[config.mk]
export PLATFORM = sky130hd
export DESIGN_NAME = ps2_mouse_rx
export DESIGN_NICKNAME = d
export VERILOG_FILES = /design/src/rtl/ps2_mouse_rx.sv
export SDC_FILE = /design/constraint.sdc
export NUM_CORES = 1
export LEC_CHECK = 0
export CELL_PAD_IN_SITES_DETAIL_PLACEMENT = 0
export CELL_PAD_IN_SITES_GLOBAL_PLACEMENT = 2
export CORE_MARGIN = 4
export CORE_UTILIZATION = 37
export CTS_CLUSTER_SIZE = 24
export DETAILED_ROUTE_END_ITERATION = 10
export GPL_TIMING_DRIVEN = 0
export PLACE_DENSITY_LB_ADDON = 0.1
export SLEW_MARGIN = 15
export SYNTH_ARGS = -nofsm -noshare
export SYNTH_HDL_FRONTEND = slang
export SYNTH_SLANG_ARGS = --single-unit
[constraint.sdc]
create_clock -name clk -period 3.05 [get_ports clk]
set_clock_uncertainty 0.05 [all_clocks]
set_input_delay 0.61 -clock clk [delete_from_list [all_inputs] [get_ports clk]]
set_output_delay 0.61 -clock clk [all_outputs]
set_load 0.02 [all_outputs]
[src/rtl/ps2_mouse_rx.sv]
// rtl/ps2_mouse_rx.sv - PS/2 mouse receiver: frame deserialiser and 3-byte packet assembler
// Ports:
//   clk, reset          system clock, asynchronous active-high reset
//   ps2_clk, ps2_data   raw asynchronous mouse lines
//   packet_valid        one-cycle strobe; buttons/dx/dy/x_ovf/y_ovf updated
//   buttons, dx, dy     {middle,right,left}, signed 9-bit deltas (dy mouse-up positive)
//   x_ovf, y_ovf        overflow flags from the packet header
//   frame_error         one-cycle strobe on a dropped byte, bad header or timeout
//   cursor_x, cursor_y  screen-clamped cursor; built only with PS2_CURSOR_EN defined,
//                       otherwise tied to 0
module ps2_mouse_rx #(
  parameter int TIMEOUT_CYCLES = 50000,
  parameter int X_MAX          = 639,
  parameter int Y_MAX          = 479
) (
  input  logic       clk,
  input  logic       reset,
  input  logic       ps2_clk,
  input  logic       ps2_data,
  output logic       packet_valid,
  output logic [2:0] buttons,
  output logic [8:0] dx,
  output logic [8:0] dy,
  output logic       x_ovf,
  output logic       y_ovf,
  output logic       frame_error,
  output logic [9:0] cursor_x,
  output logic [9:0] cursor_y
);

  localparam int TW = $clog2(TIMEOUT_CYCLES + 1);

  typedef enum logic [1:0] {IDLE, DATA, PARITY, STOP} state_t;

  logic clk_s1, clk_s2, clk_prev;
  logic data_s1, data_s2;
  logic fall;

  state_t      state;
  logic [2:0]  bitcnt;
  logic [7:0]  shreg;
  logic        par_bit;
  logic        byte_ok;
  logic        byte_bad;

  logic [TW-1:0] tcnt;
  logic          active;
  logic          timeout;

  logic [1:0] idx;
  logic [2:0] hdr_btn;
  logic       hdr_xs, hdr_ys, hdr_xo, hdr_yo;
  logic [7:0] b1;
  logic       pkt_fire;

  // Synchronisers idle high so a reset never manufactures a falling edge.
  always_ff @(posedge clk or posedge reset) begin
    if (reset) begin
      clk_s1   <= 1'b1;
      clk_s2   <= 1'b1;
      clk_prev <= 1'b1;
      data_s1  <= 1'b1;
      data_s2  <= 1'b1;
    end else begin
      clk_s1   <= ps2_clk;
      clk_s2   <= clk_s1;
      clk_prev <= clk_s2;
      data_s1  <= ps2_data;
      data_s2  <= data_s1;
    end
  end

  assign fall = clk_prev & ~clk_s2;

  // A pending edge wins over an expiring timeout.
  assign active  = (state != IDLE) || (idx != 2'd0);
  assign timeout = active && !fall && (tcnt == TW'(TIMEOUT_CYCLES - 1));

  always_ff @(posedge clk or posedge reset) begin
    if (reset) begin
      tcnt <= '0;
    end else if (fall || !active || timeout) begin
      tcnt <= '0;
    end else begin
      tcnt <= tcnt + 1'b1;
    end
  end

  // Frame deserialiser; byte_ok/byte_bad are registered one-cycle results.
  always_ff @(posedge clk or posedge reset) begin
    if (reset) begin
      state    <= IDLE;
      bitcnt   <= '0;
      shreg    <= '0;
      par_bit  <= 1'b0;
      byte_ok  <= 1'b0;
      byte_bad <= 1'b0;
    end else begin
      byte_ok  <= 1'b0;
      byte_bad <= 1'b0;
      if (timeout) begin
        state <= IDLE;
      end else if (fall) begin
        case (state)
          IDLE: begin
            if (!data_s2) begin
              state  <= DATA;
              bitcnt <= '0;
            end
          end
          DATA: begin
            shreg  <= {data_s2, shreg[7:1]};
            bitcnt <= bitcnt + 1'b1;
            if (bitcnt == 3'd7) state <= PARITY;
          end
          PARITY: begin
            par_bit <= data_s2;
            state   <= STOP;
          end
          STOP: begin
            if (data_s2 && (^{shreg, par_bit})) byte_ok <= 1'b1;
            else                                byte_bad <= 1'b1;
            state <= IDLE;
          end
          default: state <= IDLE;
        endcase
      end
    end
  end

  assign pkt_fire = byte_ok && (idx == 2'd2);

  // Packet assembly. shreg stays stable for the cycle after byte_ok because
  // the next frame cannot shift data in that soon.
  always_ff @(posedge clk or posedge reset) begin
    if (reset) begin
      idx          <= 2'd0;
      hdr_btn      <= '0;
      hdr_xs       <= 1'b0;
      hdr_ys       <= 1'b0;
      hdr_xo       <= 1'b0;
      hdr_yo       <= 1'b0;
      b1           <= '0;
      packet_valid <= 1'b0;
      frame_error  <= 1'b0;
      buttons      <= '0;
      dx           <= '0;
      dy           <= '0;
      x_ovf        <= 1'b0;
      y_ovf        <= 1'b0;
    end else begin
      packet_valid <= 1'b0;
      frame_error  <= 1'b0;
      if (timeout || byte_bad) begin
        idx         <= 2'd0;
        frame_error <= 1'b1;
      end else if (byte_ok) begin
        case (idx)
          2'd0: begin
            // Header must have bit3 set; otherwise stay at 0 to resync.
            if (shreg[3]) begin
              hdr_btn <= shreg[2:0];
              hdr_xs  <= shreg[4];
              hdr_ys  <= shreg[5];
              hdr_xo  <= shreg[6];
              hdr_yo  <= shreg[7];
              idx     <= 2'd1;
            end else begin
              frame_error <= 1'b1;
            end
          end
          2'd1: begin
            b1  <= shreg;
            idx <= 2'd2;
          end
          2'd2: begin
            buttons      <= hdr_btn;
            dx           <= {hdr_xs, b1};
            dy           <= {hdr_ys, shreg};
            x_ovf        <= hdr_xo;
            y_ovf        <= hdr_yo;
            packet_valid <= 1'b1;
            idx          <= 2'd0;
          end
          default: idx <= 2'd0;
        endcase
      end
    end
  end

`ifdef PS2_CURSOR_EN
  localparam logic signed [11:0] X_LIM = 12'(X_MAX);
  localparam logic signed [11:0] Y_LIM = 12'(Y_MAX);

  logic signed [11:0] dx_ext, dy_ext, x_sum, y_sum;
  logic [9:0]         x_next, y_next;

  always_comb begin
    dx_ext = {{4{hdr_xs}}, b1};
    dy_ext = {{4{hdr_ys}}, shreg};
    x_sum  = $signed({2'b00, cursor_x}) + dx_ext;
    // Screen Y grows downward while mouse dy is up-positive.
    y_sum  = $signed({2'b00, cursor_y}) - dy_ext;
    if (x_sum < 0)          x_next = '0;
    else if (x_sum > X_LIM) x_next = 10'(X_MAX);
    else                    x_next = x_sum[9:0];
    if (y_sum < 0)          y_next = '0;
    else if (y_sum > Y_LIM) y_next = 10'(Y_MAX);
    else                    y_next = y_sum[9:0];
  end

  always_ff @(posedge clk or posedge reset) begin
    if (reset) begin
      cursor_x <= 10'(X_MAX / 2);
      cursor_y <= 10'(Y_MAX / 2);
    end else if (pkt_fire) begin
      if (!hdr_xo) cursor_x <= x_next;
      if (!hdr_yo) cursor_y <= y_next;
    end
  end
`else
  logic unused_cursor;
  assign unused_cursor = pkt_fire;
  // Masked to zero; the reference keeps the screen bounds in use.
  assign cursor_x = 10'(X_MAX) & 10'd0;
  assign cursor_y = 10'(Y_MAX) & 10'd0;
`endif

endmodule

# ---- Word-level counts from Yosys, hierarchy flattened
# Cells that the tools add are included.
# Widths: inputs -> output; s select.
dict set report op_classes {
  add_sub_neg 2
  bitwise 4
  eq_ne 11
  n_reduce_logical 25
  n_mux 27
}
# cell n
set ops {}
lappend ops {{$add 16x1->16 const B} 1}
lappend ops {{$eq 16x16->1 const B} 1}
lappend ops {{$mux 16} 1}
lappend ops {{$mux 1} 15}
lappend ops {{$reduce_and 3->1} 5}
lappend ops {{$mux 2} 7}
lappend ops {{$reduce_bool 2->1} 5}
lappend ops {{$ne 3x3->1 const B} 3}
lappend ops {{$reduce_xor 9->1} 1}
lappend ops {{$pmux 2 s4} 1}
lappend ops {{$reduce_and 4->1} 2}
lappend ops {{$eq 2x2->1 const B} 3}
lappend ops {{$pmux 3 s2} 1}
lappend ops {{$eq 2x1->1 const B} 2}
lappend ops {{$logic_not 2->1} 2}
lappend ops {{$logic_or 1x1->1} 4}
lappend ops {{$pmux 2 s2} 1}
lappend ops {{$add 3x1->3 const B} 1}
lappend ops {{$eq 3x3->1 const B} 1}
lappend ops {{$logic_and 1x1->1} 3}
lappend ops {{$mux 3} 1}
lappend ops {{$not 1->1} 3}
lappend ops {{$logic_not 1->1} 2}
lappend ops {{$ne 2x2->1 const B} 1}
lappend ops {{other kinds (2)} 2}
dict set report word_totals {
  reg_bits 79
  inputBits 4
  output_inout_bits 45
  word_cells 95
}

# ---- Depth between registers and ports, before layout
# Gate-level depths: netlist of the first run.
dict set report depth {
  depth_word 8
  ltp_mapped 7
  depth_no_buf 6
}

# ---- Worst setup path before layout of the first run
# OpenSTA, ideal clock, no wires.
dict set report synth_path {
  path_kind {reg-to-reg}
  from {reg state[0]}
  to {reg dx[8]}
  slack_ns 1.190
  setup_ns 0.128
  arrival_ns 1.683
  stages_incl_launch_ff 8
  synth_period_minus_slack_ns 1.860
  required_ns 2.872
  path_cell_list {dfrtp_1 -> inv_1 -> ha_1 -> nand2b_1 -> o21ai_2 -> o21ai_4 -> buf_6 -> mux2_1}
}
dict set report synth_between {
  elab_chain_len 7
}
# item line_no
set synth_lines {}
lappend synth_lines {{start, declared} 39} ;# state_t state;
lappend synth_lines {{start signal, assigned} 92} ;# state <= IDLE;
lappend synth_lines {{start signal, assigned} 102} ;# state <= IDLE;
lappend synth_lines {{start signal, assigned} 107} ;# state <= DATA;
lappend synth_lines {{$reduce_bool 2->1} 76} ;# assign active = (state != IDLE) || (idx != 2'd0);
lappend synth_lines {{$logic_or 1x1->1} 76}
lappend synth_lines {{$logic_and 1x1->1 (2 in series)} 77} ;# assign timeout = active && !fall && (tcnt == TW'(TIMEOUT_CYCLES - 1));
lappend synth_lines {{$logic_or 1x1->1} 154} ;# if (timeout || byte_bad) begin
lappend synth_lines {{$not 1->1 (no line)} n/a}
lappend synth_lines {{$reduce_and 3->1 (no line)} n/a}
lappend synth_lines {{end signal, assigned} 178} ;# dx <= {hdr_xs, b1};
lappend synth_lines {{end, declared} 22} ;# output logic [8:0] dx,
# No other way between the ends.
# A chain may end at the register's enable or synchronous reset.

# ---- Worst setup path in the final report of the first run
dict set report layout_path {
  from {reg state[0]}
  to {reg dy[8]}
}
dict set report layout_between {
  elab_chain_len 7
}
# item line_no
set layout_lines {}
lappend layout_lines {{$reduce_bool 2->1} 76}
lappend layout_lines {{$logic_or 1x1->1} 76}
lappend layout_lines {{$logic_and 1x1->1 (2 in series)} 77}
lappend layout_lines {{$logic_or 1x1->1} 154}
lappend layout_lines {{$not 1->1 (no line)} n/a}
lappend layout_lines {{$reduce_and 3->1 (no line)} n/a}
lappend layout_lines {{end signal, assigned} 179} ;# dy <= {hdr_ys, shreg};
lappend layout_lines {{end, declared} 23} ;# output logic [8:0] dy,
# No other way between the ends.

==> impl_summary.txt, run 1 <==
----------------------------------------------------
[Layout]
  Sequential cell area ... slightly below 0.002 mm^2
  Ant. Diodes ... 0
  Leading cell type in the layout, fill and taps excluded ... sky130_fd_sc_hd__dfrtp_1
  Share of cells above drive strength 1 ... 0.301
  Number of filler cells placed in the layout ... 873
  Area occupied by multi-input gates ... between 0.001 and 0.0015 mm^2
  Nets ... approximately 340
  Area added between synthesis and finish ... 20.4%
  Most frequent cells in the layout ... sky130_fd_sc_hd__dfrtp_1, sky130_fd_sc_hd__mux2_2, sky130_fd_sc_hd__clkdlybuf4s50_1, sky130_fd_sc_hd__buf_4, sky130_fd_sc_hd__conb_1

[Power and ir drop]
  Leakage dissipation ... between 2 and 2.5 nW
  Share of power burned in combinational logic ... 0.221
  Share of power burned in registers ... 0.509
  Power density over the cells ... ~610 mW/mm^2
  Max IR drop VDD ... ~0.00028 V
  Clock group share of total power ... 0.270
  PnR Total Power ... ~2.6 mW
  Switching part of the total power ... 0.316
  Internal Dissipation ... between 1.5 and 2 mW
  Sw power ... 0.827 mW

[Timing]
  Hold Fails Final Rpt ... 0
  Total count of max-transition violations in the final report ... 0
  Final Setup Violations ... 0
  Hold_ws ... between 0.3 and 0.4 ns
  Portion of the clock cycle consumed by the worst path in the final layout ... 0.677
  Maximum frequency from static timing analysis ... between 400 and 500 MHz
  Final critical-path required period ... 2.07 ns
  Setup repair after global routing missed its margin ... no

[Floorplan]
  Floorplan die area ... ~0.011 mm^2
  Core area ... 0.00928 mm^2
  Row Count ... 35
  Number of top-level pins ... between 40 and 50
  Height of the die ... 106 um
  Initial Util ... 0.382
  DIE WIDTH ... 106 um

[Worst setup path]
  Worst setup path class ... flip-flop to flip-flop
  Setup crit start kind ... flip-flop
  Cell-by-cell listing of the critical path ... inv_1 -> ha_1 -> nand2b_1 -> o21ai_2 -> o21ai_4 -> buf_6 -> mux2_1
  WP data required ... 3.23 ns
  Data arrival, critical path ... 2.24 ns
  Cell with the biggest individual delay on the critical path ... sky130_fd_sc_hd__dfrtp_1
  Endpoint type of the worst setup path ... flip-flop
  Crit path max fanout ... 10
  Biggest cell delay along the critical path ... approximately 0.41 ns

[CTS]
  Clk sinks ... 79
  Max H-tree Level ... 3
  Clock tree from TritonCTS ... yes
  Post-CTS setup buffer count ... 0
  Clock transition time at the flip-flop clock pins of the worst setup and hold paths ... about 0.080 ns
  Post-cts repair resize count ... 0
  CTS buffer count ... 9
  # hold bufs at CTS ... 0
  Maximum number of buffers from clock root to sink ... 2
  Root cell of the clock tree ... sky130_fd_sc_hd__clkbuf_8
  Clock insertion delay at the later pin of the skew report ... roughly 0.35 ns

[Detailed routing]
  Drt total wl ... between 6000 and 7000 um
  Drt first-iter violations ... 38
  Per-cell via count in the routed design ... 4.46
  Router iterations before antenna repair ... 4
  Mean routed wirelength per cell ... between 10 and 15 um
  Antenna Violating Nets Remaining ... 0
  Count of unresolved DRC violations after routing ... 0
  Vias ... between 2000 and 2500

[Placement]
  Post-detail-place hpwl ... 4230 um
  Port-buffer cells ... 28
  Final weighted congestion of routability-driven global placement ... roughly 0.7

[Global route]
  Busiest metal layer after global routing ... met2
  First-pass GRT wire length ... 10300 um
  GRT met2 Usage ... 0.171
  GRT Residual Overflow ... 0
  Grt met1 use ... 0.167
  Number of antenna violations at the first check in global routing ... 0
  Maximum number of pins on one net before global-route repair ... between 50 and 60
  Met3 usage in global routing ... 0.0257
  Vias in the first global route ... 2050
  Total track usage ... 0.117

[Worst hold path]
  Worst Hold Class ... flip-flop to flip-flop

[Synthesis]
  Cell accounting for the most synthesized area ... sky130_fd_sc_hd__dfrtp_1
  Synth Register Bits ... about 80
  Cells taking the most area after synthesis ... sky130_fd_sc_hd__dfrtp_1, sky130_fd_sc_hd__mux2_2, sky130_fd_sc_hd__buf_4
  Post-synth EDFFs ... 0
  Average cell area after synthesis ... around 13 um^2
  Number of standard cells after synthesis ... ~270
  Fraction of synthesis flops using an asynchronous set or reset pin ... 1.00
  Part of the Yosys area used for sequential elements ... 0.560
  YS warnings ... 0
  Post-synth cell types ... 44
  Leading register cell type out of synthesis ... sky130_fd_sc_hd__dfrtp_1
  Post-synth design cell area ... between 0.003 and 0.004 mm^2
  Portion of synthesized cell area occupied by the leading cell type ... 0.523

[Status]
  Outcome ... finished, final reports clean

[Flow run]
  Number of max-capacitance violations reported ... 0

----------------------------------------------------
==> registers in the layout, indices dropped and copies added (netlist names), 2 cells and up <==
signal	cells
hdr_btn	3
state	2
bitcnt	3
tcnt	16
b1	8
dx	9
idx	2
buttons	3
shreg	8
dy	9
==> cells in the mapped netlist, types with 2 or more instances <==
master	number
sky130_fd_sc_hd__dfrtp_1	74
sky130_fd_sc_hd__mux2_2	42
sky130_fd_sc_hd__buf_4	21
sky130_fd_sc_hd__nor2_1	18
sky130_fd_sc_hd__xor2_1	10
sky130_fd_sc_hd__nand2_1	9
sky130_fd_sc_hd__ha_1	7
sky130_fd_sc_hd__inv_1	7
sky130_fd_sc_hd__a21oi_1	6
sky130_fd_sc_hd__and3_1	5
sky130_fd_sc_hd__dfstp_2	5
sky130_fd_sc_hd__nand2b_1	5
sky130_fd_sc_hd__nand3_1	5
sky130_fd_sc_hd__nand4_1	5
sky130_fd_sc_hd__o21ai_0	5
sky130_fd_sc_hd__xnor2_1	4
sky130_fd_sc_hd__mux2_1	3
sky130_fd_sc_hd__a32o_1	2
sky130_fd_sc_hd__and4bb_2	2
sky130_fd_sc_hd__buf_6	2
sky130_fd_sc_hd__mux2i_1	2
sky130_fd_sc_hd__nand3b_1	2
sky130_fd_sc_hd__o21ai_2	2
sky130_fd_sc_hd__o21ai_4	2
sky130_fd_sc_hd__or2_2	2
sky130_fd_sc_hd__or3_1	2
sky130_fd_sc_hd__xnor3_1	2
==> layout make-up <==
class	instances	area share
buffer	25	0.0443
clock buffer	9	0.0290
clock inverter	7	0.0129
inverter	7	0.00675
multi-input combinational	176	0.332
sequential	79	0.465
tap	129	0.0379
timing repair buffer	29	0.0722
==> cells by family after synthesis <==
group / Yosys count / synth area share
compound gates: 22 / 0.0473
xor+xnor: 16 / 0.0473
fa+ha+maj: 7 / 0.0247
buf+inv: 32 / 0.0608
flops: 79 / 0.560
mux: 47 / 0.149
other cells: 1 / 0.00106
simple gates: 64 / 0.110
==> final timing paths <==
kind	startpoint	to	slack, ns	cells past startpoint
max in group asynchronous	reset	clk_s2$_DFF_PP1_	1.75	3
worst min register to register	data_s1$_DFF_PP1_	data_s2$_DFF_PP1_	0.30	0
min in group asynchronous	reset	dx[6]$_DFFE_PP0P_	0.55	2
worst max-delay path	state[0]$_DFFE_PP0P_	dy[8]$_DFFE_PP0P_	0.98	7
worst min-delay path	data_s1$_DFF_PP1_	data_s2$_DFF_PP1_	0.30	0
worst max register to register	state[0]$_DFFE_PP0P_	dy[8]$_DFFE_PP0P_	0.98	7
==> critical path: cells and delay by family, from the launching register on <==
| kind | cells | cell delay (ns) |
|---|---|---|
| AO/OA/AOI/OAI | 2 | 0.55 |
| adder cells (fa/ha/maj) | 1 | 0.24 |
| buffers and inverters | 2 | 0.30 |
| flip-flops | 1 | 0.41 |
| multiplexers | 1 | 0.30 |
| AND/OR/NAND/NOR | 1 | 0.09 |
==> power by group through the flow <==
stage | Combinational, mW | Sequential (mW) | Clock (mW)
floorplan | 0.486 | 1.30 | 0
global placement | 0.576 | 1.35 | 0
detailed placement | 0.587 | 1.36 | 0
CTS | 0.589 | 1.33 | 0.747
global route | 0.651 | 1.36 | 0.787
finish | 0.579 | 1.33 | 0.707
==> metal layers <==
| layer | vias to the layer above | part of all wire |
|---|---|---|
| li1 | 1014 | - |
| met1 | 996 | 0.50 |
| met2 | 36 | 0.44 |
| met3 | 8 | 0.036 |
| met4 | 0 | 0.015 |
| met5 | - | 0 |
==> through the flow <==
stage	utilization	TNS, ns	instances	setup WS, ns	cell area, um^2
after global routing	0.459	0	461	0.821	4260
final	0.459	0	461	0.985	4260
after floorplan	-	0	287	0.375	3610
after global placement	0.437	-75.80	444	-1.01	4060
after CTS	0.459	0	461	0.949	4260
after detailed placement	0.440	0	445	0.967	4090
Note: power is estimated with default switching activity, not from simulation.
==> inputs of run 2 (changes only) <==
--- a/config.mk
+++ b/config.mk
@@ -8,7 +8,7 @@
 export CELL_PAD_IN_SITES_DETAIL_PLACEMENT = 0
 export CELL_PAD_IN_SITES_GLOBAL_PLACEMENT = 2
 export CORE_MARGIN = 4
-export CORE_UTILIZATION = 37
+export CORE_UTILIZATION = 34
 export CTS_CLUSTER_SIZE = 24
 export DETAILED_ROUTE_END_ITERATION = 10
 export GPL_TIMING_DRIVEN = 0
==> constraint.sdc (replaced) <==
create_clock -name clk -period 1.8 [get_ports clk]
set_clock_uncertainty 0.05 [all_clocks]
set_input_delay 0.36 -clock clk [delete_from_list [all_inputs] [get_ports clk]]
set_output_delay 0.36 -clock clk [all_outputs]
set_load 0.02 [all_outputs]
==> run 2 against run 1 <==
- the run now ends with setup timing left
- register-to-register slack worse by 1.1 ns
- fmax is 7.3% higher
- via count increased by 8.1%
- critical path depth shrank 1
- cell count is 6.7% higher
- clock power rose by 78%
- non-clock buffer count increased by 27
- sequential share of layout area fell by 5.3 points
- wire length grew 16%
- total power grew 88%
- sequential power is 73% higher
- flip-flop and latch count stayed put
==> impl_summary.txt, run 2 (synthesized netlist as in run 1, its figures left out) <==
----------------------------------------------------
[Worst setup path]
  Cell with the biggest individual delay on the critical path ... sky130_fd_sc_hd__dfrtp_2 (was sky130_fd_sc_hd__dfrtp_1)
  Endpoint type of the worst setup path ... flip-flop (unchanged)
  Count of buffering cells on the critical path with inverters included ... 2 (unchanged)
  Setup crit start kind ... flip-flop (unchanged)
  Data arrival, critical path ... 2.11 ns (was 2.24 ns)
  Biggest cell delay along the critical path ... 0.44 ns (was 0.41 ns)
  Crit path max-delay family ... simple AND/OR/NAND/NOR gates (was compound AO/OA/AOI/OAI gates)
  WP data required ... 1.98 ns (was 3.23 ns)
  Worst setup path class ... flip-flop to flip-flop (unchanged)
  Cell-by-cell listing of the critical path ... nor4b_4 -> nand4b_4 -> o21ai_4 -> buf_12 -> buf_12 -> mux2_4 (was inv_1 -> ha_1 -> nand2b_1 -> o21ai_2 -> o21ai_4 -> buf_6 -> mux2_1)
  Worst path most repeated cell ... sky130_fd_sc_hd__buf_12
  Worst setup slack for register-to-register paths ... -0.12 ns (was 0.98 ns)
  Crit path max fanout ... 10 (unchanged)

[Timing]
  Post-layout worst setup margin ... -0.125 ns (was 0.985 ns)
  Final critical-path required period ... 1.92 ns (was 2.07 ns)
  Hold_ws ... 0.309 ns (was 0.302 ns)
  Final Setup Violations ... 38 (was 0)
  Maximum frequency from static timing analysis ... 520 MHz (was 484 MHz)
  Worst Max-Slew Pin Slew ... roughly 0.55 ns
  Max-slew headroom ... 0.635
  Portion of the clock cycle consumed by the worst path in the final layout ... 1.07 (was 0.677)
  Setup repair after global routing missed its margin ... yes (was no)
  Total count of max-transition violations in the final report ... 0 (unchanged)
  Hold Fails Final Rpt ... 0 (unchanged)

[Layout]
  Most frequent cells in the layout ... sky130_fd_sc_hd__dfrtp_1, sky130_fd_sc_hd__buf_4, sky130_fd_sc_hd__mux2_4, sky130_fd_sc_hd__clkdlybuf4s50_1, sky130_fd_sc_hd__conb_1 (was sky130_fd_sc_hd__dfrtp_1, sky130_fd_sc_hd__mux2_2, sky130_fd_sc_hd__clkdlybuf4s50_1, sky130_fd_sc_hd__buf_4, sky130_fd_sc_hd__conb_1)
  Area added between synthesis and finish ... 36.2% (was 20.4%)
  Max reg flops ... 16 (unchanged)
  Number of filler cells placed in the layout ... 893 (was 873)
  Leading cell type in the layout, fill and taps excluded ... sky130_fd_sc_hd__dfrtp_1 (unchanged)
  Ant. Diodes ... 0 (unchanged)
  Nets ... 365 (was 338)
  Reg with most FFs ... tcnt (unchanged)
  Largest registers ... tcnt x16, dx x9, dy x9 (unchanged)
  Area occupied by multi-input gates ... 0.00163 mm^2 (was 0.00142 mm^2)
  Share of cells above drive strength 1 ... 0.412 (was 0.301)
  Sequential cell area ... 0.00199 mm^2 (was 0.00198 mm^2)

[Placement]
  Post-detail-place hpwl ... 4500 um (was 4230 um)
  Port-buffer cells ... 28 (unchanged)
  Final weighted congestion of routability-driven global placement ... 0.685 (was 0.708)

[CTS]
  Clock insertion delay at the later pin of the skew report ... 0.35 ns (about the same)
  CTS buffer count ... 9 (unchanged)
  Clk sinks ... 79 (unchanged)
  Clock tree from TritonCTS ... yes (unchanged)
  Max H-tree Level ... 3 (unchanged)
  Maximum number of buffers from clock root to sink ... 2 (unchanged)
  # hold bufs at CTS ... 0 (unchanged)
  Root cell of the clock tree ... sky130_fd_sc_hd__clkbuf_8 (unchanged)
  Clock transition time at the flip-flop clock pins of the worst setup and hold paths ... 0.08 ns (about the same)

[Global route]
  Maximum number of pins on one net before global-route repair ... 33 (was 51)
  Vias in the first global route ... 2298 (was 2050)
  First-pass GRT wire length ... 11900 um (was 10300 um)
  Number of antenna violations at the first check in global routing ... 0 (unchanged)
  Total track usage ... 0.128 (was 0.117)
  GRT Residual Overflow ... 0 (unchanged)

[Detailed routing]
  Antenna Violating Nets Remaining ... 0 (unchanged)
  Drt first-iter violations ... 60 (was 38)
  Per-cell via count in the routed design ... 4.51 (was 4.46)
  Count of unresolved DRC violations after routing ... 0 (unchanged)
  Vias ... 2221 (was 2054)
  Router iterations before antenna repair ... 4 (unchanged)
  Mean routed wirelength per cell ... 14.2 um (was 13.1 um)
  Drt total wl ... 7000 um (was 6030 um)

[Power and ir drop]
  Max IR drop VDD ... 0.000490 V (was 0.000277 V)
  Power density over the cells ... 1020 mW/mm^2 (was 614 mW/mm^2)
  PnR Total Power ... 4.91 mW (was 2.62 mW)
  Leakage dissipation ... 2.46 nW (was 2.11 nW)

[Flow run]
  Number of max-capacitance violations reported ... 0 (unchanged)

[Floorplan]
  Initial Util ... 0.356 (was 0.382)
  Row Count ... 36 (was 35)
  Height of the die ... 110 um (was 106 um)
  DIE WIDTH ... 110 um (was 106 um)
  Floorplan die area ... 0.0121 mm^2 (was 0.0112 mm^2)
  Core area ... 0.00995 mm^2 (was 0.00928 mm^2)
  Number of top-level pins ... 49 (unchanged)

[Status]
  Violations in the final reports ... setup timing
  Outcome ... finished with violations (was finished, final reports clean)

[Worst hold path]
  Worst Hold Class ... flip-flop to flip-flop (unchanged)

----------------------------------------------------
## run 2: cell count changes in the layout (fill, tap and decap cells not counted), moves of 4 or more
cell | previous run | this run
sky130_fd_sc_hd__nor2_1 | 18 | 14
sky130_fd_sc_hd__mux2_4 | 0 | 30
sky130_fd_sc_hd__mux2_2 | 42 | 15
sky130_fd_sc_hd__buf_4 | 21 | 38
sky130_fd_sc_hd__nor2_4 | 0 | 4
sky130_fd_sc_hd__buf_12 | 0 | 7
## run 2: timing repair
action,4_1_cts,5_1_grt
resized for setup,48,24
gates cloned,1,1
pin swaps,9,7
buffers inserted,16,11
endpoints found under the setup margin,50,57
## run 2: through the flow
step	setup slack, ns	TNS, ns	cell area [um^2]	instances	utilization
after floorplan	-0.0396	-0.695	3620	287	-
after global placement	-0.501	-48.10	4070	448	0.409
after detailed placement	-0.297	-11.17	4110	450	0.413
after CTS	-0.159	-4.54	4680	482	0.470
after global routing	-0.191	-5.36	4830	492	0.485
final	-0.125	-3.14	4830	492	0.485
## run 2: path summary, 6_finish.rpt
| kind | startpoint | cells past startpoint | to |
|---|---|---|---|
| worst max-delay path | tcnt[4]$_DFF_PP0_ | 6 | buttons[1]$_DFFE_PP0P_ |
| worst min-delay path | clk_s1$_DFF_PP1_ | 0 | clk_s2$_DFF_PP1_ |
| worst max register to register | tcnt[4]$_DFF_PP0_ | 6 | buttons[1]$_DFFE_PP0P_ |
| worst min register to register | clk_s1$_DFF_PP1_ | 0 | clk_s2$_DFF_PP1_ |
| max in group asynchronous | reset | 4 | tcnt[4]$_DFF_PP0_ |
| min in group asynchronous | reset | 2 | tcnt[5]$_DFF_PP0_ |
## run 2: cell type report
class	instances	share of cell area
Clock buffer	10	0.0285
Sequential cell	79	0.412
Multi-Input combinational cell	176	0.338
Buffer	24	0.0430
Tap cell	133	0.0345
Inverter	7	0.00622
Timing Repair Buffer	57	0.128
Clock inverter	6	0.0106
## run 2: worst register-to-register path, delay by kind of cell, from the launching register on
family	cells	cell delay [ns]
AO/OA/AOI/OAI	1	0.22
buffers and inverters	2	0.28
flip-flops	1	0.44
multiplexers	1	0.30
AND/OR/NAND/NOR	2	0.52
## run 2: where the power goes
part / switching [mW] / total (mW) / internal (mW)
clock network: 0.705 / 1.26 / 0.559
logic: 0.567 / 1.34 / 0.778
registers: 0.309 / 2.30 / 2.00
## run 2: per-layer routing
layer,track usage,share of wire,vias to the layer above
li1,-,-,1068
met1,0.178,0.48,1109
met2,0.195,0.47,35
met3,0.0332,0.039,9
met4,0.0427,0.015,0
met5,0,0,-
==> inputs of run 3 (changes only) <==
--- a/config.mk
+++ b/config.mk
@@ -5,9 +5,11 @@
 export SDC_FILE = /design/constraint.sdc
 export NUM_CORES = 1
 export LEC_CHECK = 0
+export ABC_AREA = 0
+export CAP_MARGIN = 5
 export CELL_PAD_IN_SITES_DETAIL_PLACEMENT = 0
 export CELL_PAD_IN_SITES_GLOBAL_PLACEMENT = 2
-export CORE_MARGIN = 4
+export CORE_MARGIN = 2
 export CORE_UTILIZATION = 34
 export CTS_CLUSTER_SIZE = 24
 export DETAILED_ROUTE_END_ITERATION = 10
==> run 3 against run 2 <==
- the flow still finishes with violations (setup timing)
- register-to-register slack gained 0.03 ns
- via count decreased by 1.6%
- non-clock buffer count fell by 4
- fmax rose by 1.4%
- critical path depth did not move
==> impl_summary.txt, run 3 (synthesized netlist as in run 1, its figures left out) <==
----------------------------------------------------
[Status]
  Outcome ... finished with violations (unchanged)
  Violations in the final reports ... setup timing (unchanged)

[Detailed routing]
  Antenna Violating Nets Remaining ... 0 (unchanged)
  Per-cell via count in the routed design ... 4.45 (was 4.51)
  Count of unresolved DRC violations after routing ... 0 (unchanged)
  Router iterations before antenna repair ... 4 (unchanged)
  Drt first-iter violations ... 42 (was 60)
  Drt total wl ... 6800 um (was 7000 um)
  Vias ... 2186 (was 2221)
  Mean routed wirelength per cell ... 13.8 um (was 14.2 um)

[Layout]
  Final Instance Area ... 0.00479 mm^2 (was 0.00483 mm^2)
  Most frequent cells in the layout ... sky130_fd_sc_hd__dfrtp_1, sky130_fd_sc_hd__mux2_4, sky130_fd_sc_hd__buf_4, sky130_fd_sc_hd__clkdlybuf4s50_1, sky130_fd_sc_hd__conb_1 (was sky130_fd_sc_hd__dfrtp_1, sky130_fd_sc_hd__buf_4, sky130_fd_sc_hd__mux2_4, sky130_fd_sc_hd__clkdlybuf4s50_1, sky130_fd_sc_hd__conb_1)
  Ant. Diodes ... 0 (unchanged)
  Final core utilization ... 0.468 (was 0.485)
  Leading cell type in the layout, fill and taps excluded ... sky130_fd_sc_hd__dfrtp_1 (unchanged)
  Area added between synthesis and finish ... 35.3% (was 36.2%)
  Share of cells above drive strength 1 ... 0.397 (was 0.412)
  Largest registers ... tcnt x16, dx x9, dy x9 (unchanged)
  Max reg flops ... 16 (unchanged)
  Nets ... 361 (was 365)
  Non-filler instance count after layout ... 491 (was 492)
  Reg with most FFs ... tcnt (unchanged)

[Floorplan]
  Initial Util ... 0.346 (was 0.356)
  Floorplan die area ... 0.0113 mm^2 (was 0.0121 mm^2)
  Number of top-level pins ... 49 (unchanged)
  DIE WIDTH ... 106 um (was 110 um)
  Core area ... 0.0102 mm^2 (was 0.00995 mm^2)
  Height of the die ... 106 um (was 110 um)
  Row Count ... 37 (was 36)

[Power and ir drop]
  Max IR drop VDD ... 0.000454 V (was 0.000490 V)
  PnR Total Power ... 4.75 mW (was 4.91 mW)
  Leakage dissipation ... 2.41 nW (was 2.46 nW)
  Power density over the cells ... 991 mW/mm^2 (was 1020 mW/mm^2)

[CTS]
  Clk sinks ... 79 (unchanged)
  CTS buffer count ... 9 (unchanged)
  Clock insertion delay at the later pin of the skew report ... 0.34 ns (was 0.35 ns)
  Maximum number of buffers from clock root to sink ... 2 (unchanged)
  Clock tree from TritonCTS ... yes (unchanged)
  # hold bufs at CTS ... 0 (unchanged)
  Clock transition time at the flip-flop clock pins of the worst setup and hold paths ... 0.09 ns (was 0.08 ns)
  Root cell of the clock tree ... sky130_fd_sc_hd__clkbuf_8 (unchanged)
  Max H-tree Level ... 3 (unchanged)

[Global route]
  Number of antenna violations at the first check in global routing ... 0 (unchanged)
  Maximum number of pins on one net before global-route repair ... 35 (was 33)
  GRT Residual Overflow ... 0 (unchanged)
  First-pass GRT wire length ... 11300 um (was 11900 um)
  Vias in the first global route ... 2279 (was 2298)
  Total track usage ... 0.128 (about the same)

[Worst setup path]
  Worst setup path class ... flip-flop to flip-flop (unchanged)
  Endpoint type of the worst setup path ... flip-flop (unchanged)
  Cell-by-cell listing of the critical path ... nor4b_4 -> nand4b_4 -> o21ai_4 -> buf_4 -> buf_16 -> mux2_2 (was nor4b_4 -> nand4b_4 -> o21ai_4 -> buf_12 -> buf_12 -> mux2_4)
  Setup crit start kind ... flip-flop (unchanged)
  Biggest cell delay along the critical path ... 0.43 ns (was 0.44 ns)
  Cell with the biggest individual delay on the critical path ... sky130_fd_sc_hd__dfrtp_2 (unchanged)
  WP data required ... 1.99 ns (was 1.98 ns)
  Crit path max fanout ... 5 (was 10)
  Data arrival, critical path ... 2.08 ns (was 2.11 ns)

[Timing]
  Hold Fails Final Rpt ... 0 (unchanged)
  Worst Max-Slew Pin Slew ... 0.507 ns (was 0.546 ns)
  Final critical-path required period ... 1.90 ns (was 1.92 ns)
  Setup repair after global routing missed its margin ... yes (unchanged)
  Post-layout worst setup margin ... -0.0988 ns (was -0.125 ns)
  Portion of the clock cycle consumed by the worst path in the final layout ... 1.05 (was 1.07)
  Max-slew headroom ... 0.661 (was 0.635)
  Total count of max-transition violations in the final report ... 0 (unchanged)
  Maximum frequency from static timing analysis ... 527 MHz (was 520 MHz)
  Final Setup Violations ... 38 (unchanged)

[Placement]
  Worst Setup Slack post-DPL ... -0.267 ns (was -0.297 ns)
  Placement Cell Area ... 0.00412 mm^2 (was 0.00411 mm^2)
  Final weighted congestion of routability-driven global placement ... 0.704 (was 0.685)
  Instance count after placement with tap cells included ... 453 (was 450)
  Port-buffer cells ... 28 (unchanged)
  Post-detail-place hpwl ... 4390 um (was 4500 um)

[Flow run]
  Number of max-capacitance violations reported ... 0 (unchanged)

[Worst hold path]
  Worst Hold Class ... flip-flop to flip-flop (unchanged)

----------------------------------------------------
-- run 3: cell types whose count changed in the layout (fill, tap and decap cells not counted), sizes merged --
cell / delta
dlymetal6s2s: -3
buf: -4
clkdlybuf4s50: +3
-- run 3: path summary, 6_finish.rpt --
path | start | to | slack [ns] | depth (start not counted)
max | tcnt[4]$_DFF_PP0_ | dx[1]$_DFFE_PP0P_ | -0.1 | 6
min | clk_s1$_DFF_PP1_ | clk_s2$_DFF_PP1_ | 0.31 | 0
max reg2reg | tcnt[4]$_DFF_PP0_ | dx[1]$_DFFE_PP0P_ | -0.1 | 6
min reg2reg | clk_s1$_DFF_PP1_ | clk_s2$_DFF_PP1_ | 0.31 | 0
max in group asynchronous | reset | tcnt[4]$_DFF_PP0_ | 0.62 | 4
min in group asynchronous | reset | tcnt[6]$_DFF_PP0_ | 0.35 | 2
-- run 3: metal layers --
metal | vias up | wire length (um) | track usage | part of all wire
met5 | - | 0 | 0 | 0
met4 | 0 | 95 | 0.0536 | 0.014
met3 | 8 | 190 | 0.0233 | 0.028
met2 | 35 | 3150 | 0.200 | 0.46
met1 | 1085 | 3360 | 0.174 | 0.49
li1 | 1058 | - | - | -
-- run 3: cell type report --
| class | instances | area, um^2 |
|---|---|---|
| Clock inverter | 6 | 51.3 |
| Timing Repair Buffer | 53 | 594 |
| Inverter | 7 | 30.0 |
| Multi-Input combinational cell | 176 | 1620 |
| Clock buffer | 10 | 138 |
| Buffer | 24 | 204 |
| Fill cell | 938 | 5440 |
| Tap cell | 136 | 170 |
| Sequential cell | 79 | 1990 |
-- run 3: what timing repair did --
action | in CTS | in global routing
cloned | 1 | 2
pin swaps | 5 | 5
endpoints found under the setup margin | 50 | 50
gates resized for setup | 35 | 32
buffers inserted | 17 | 3
-- run 3: power by group --
group | internal (mW) | switching, mW
clock | 0.558 | 0.686
sequential | 1.99 | 0.298
combinational | 0.691 | 0.521
total | 3.24 | 1.51
-- run 3: per-stage QoR --
step | hold slack (ns) | setup TNS, ns
2_1_floorplan | 0.295 | -0.695
3_3_place_gp | 0.296 | -47.57
3_5_place_dp | 0.297 | -9.97
4_1_cts | 0.309 | -3.45
5_1_grt | 0.318 | -4.89
6_report | 0.308 | -2.68
-- run 3: worst max-delay path: cells and delay by family (launching register included) --
family                 cells  cell delay [ns]
muxes                      1             0.32
buffers and inverters      2             0.28
AOI/OAI and AO/OA          1             0.21
DFF                        1             0.43
and+or+nand+nor            2             0.52
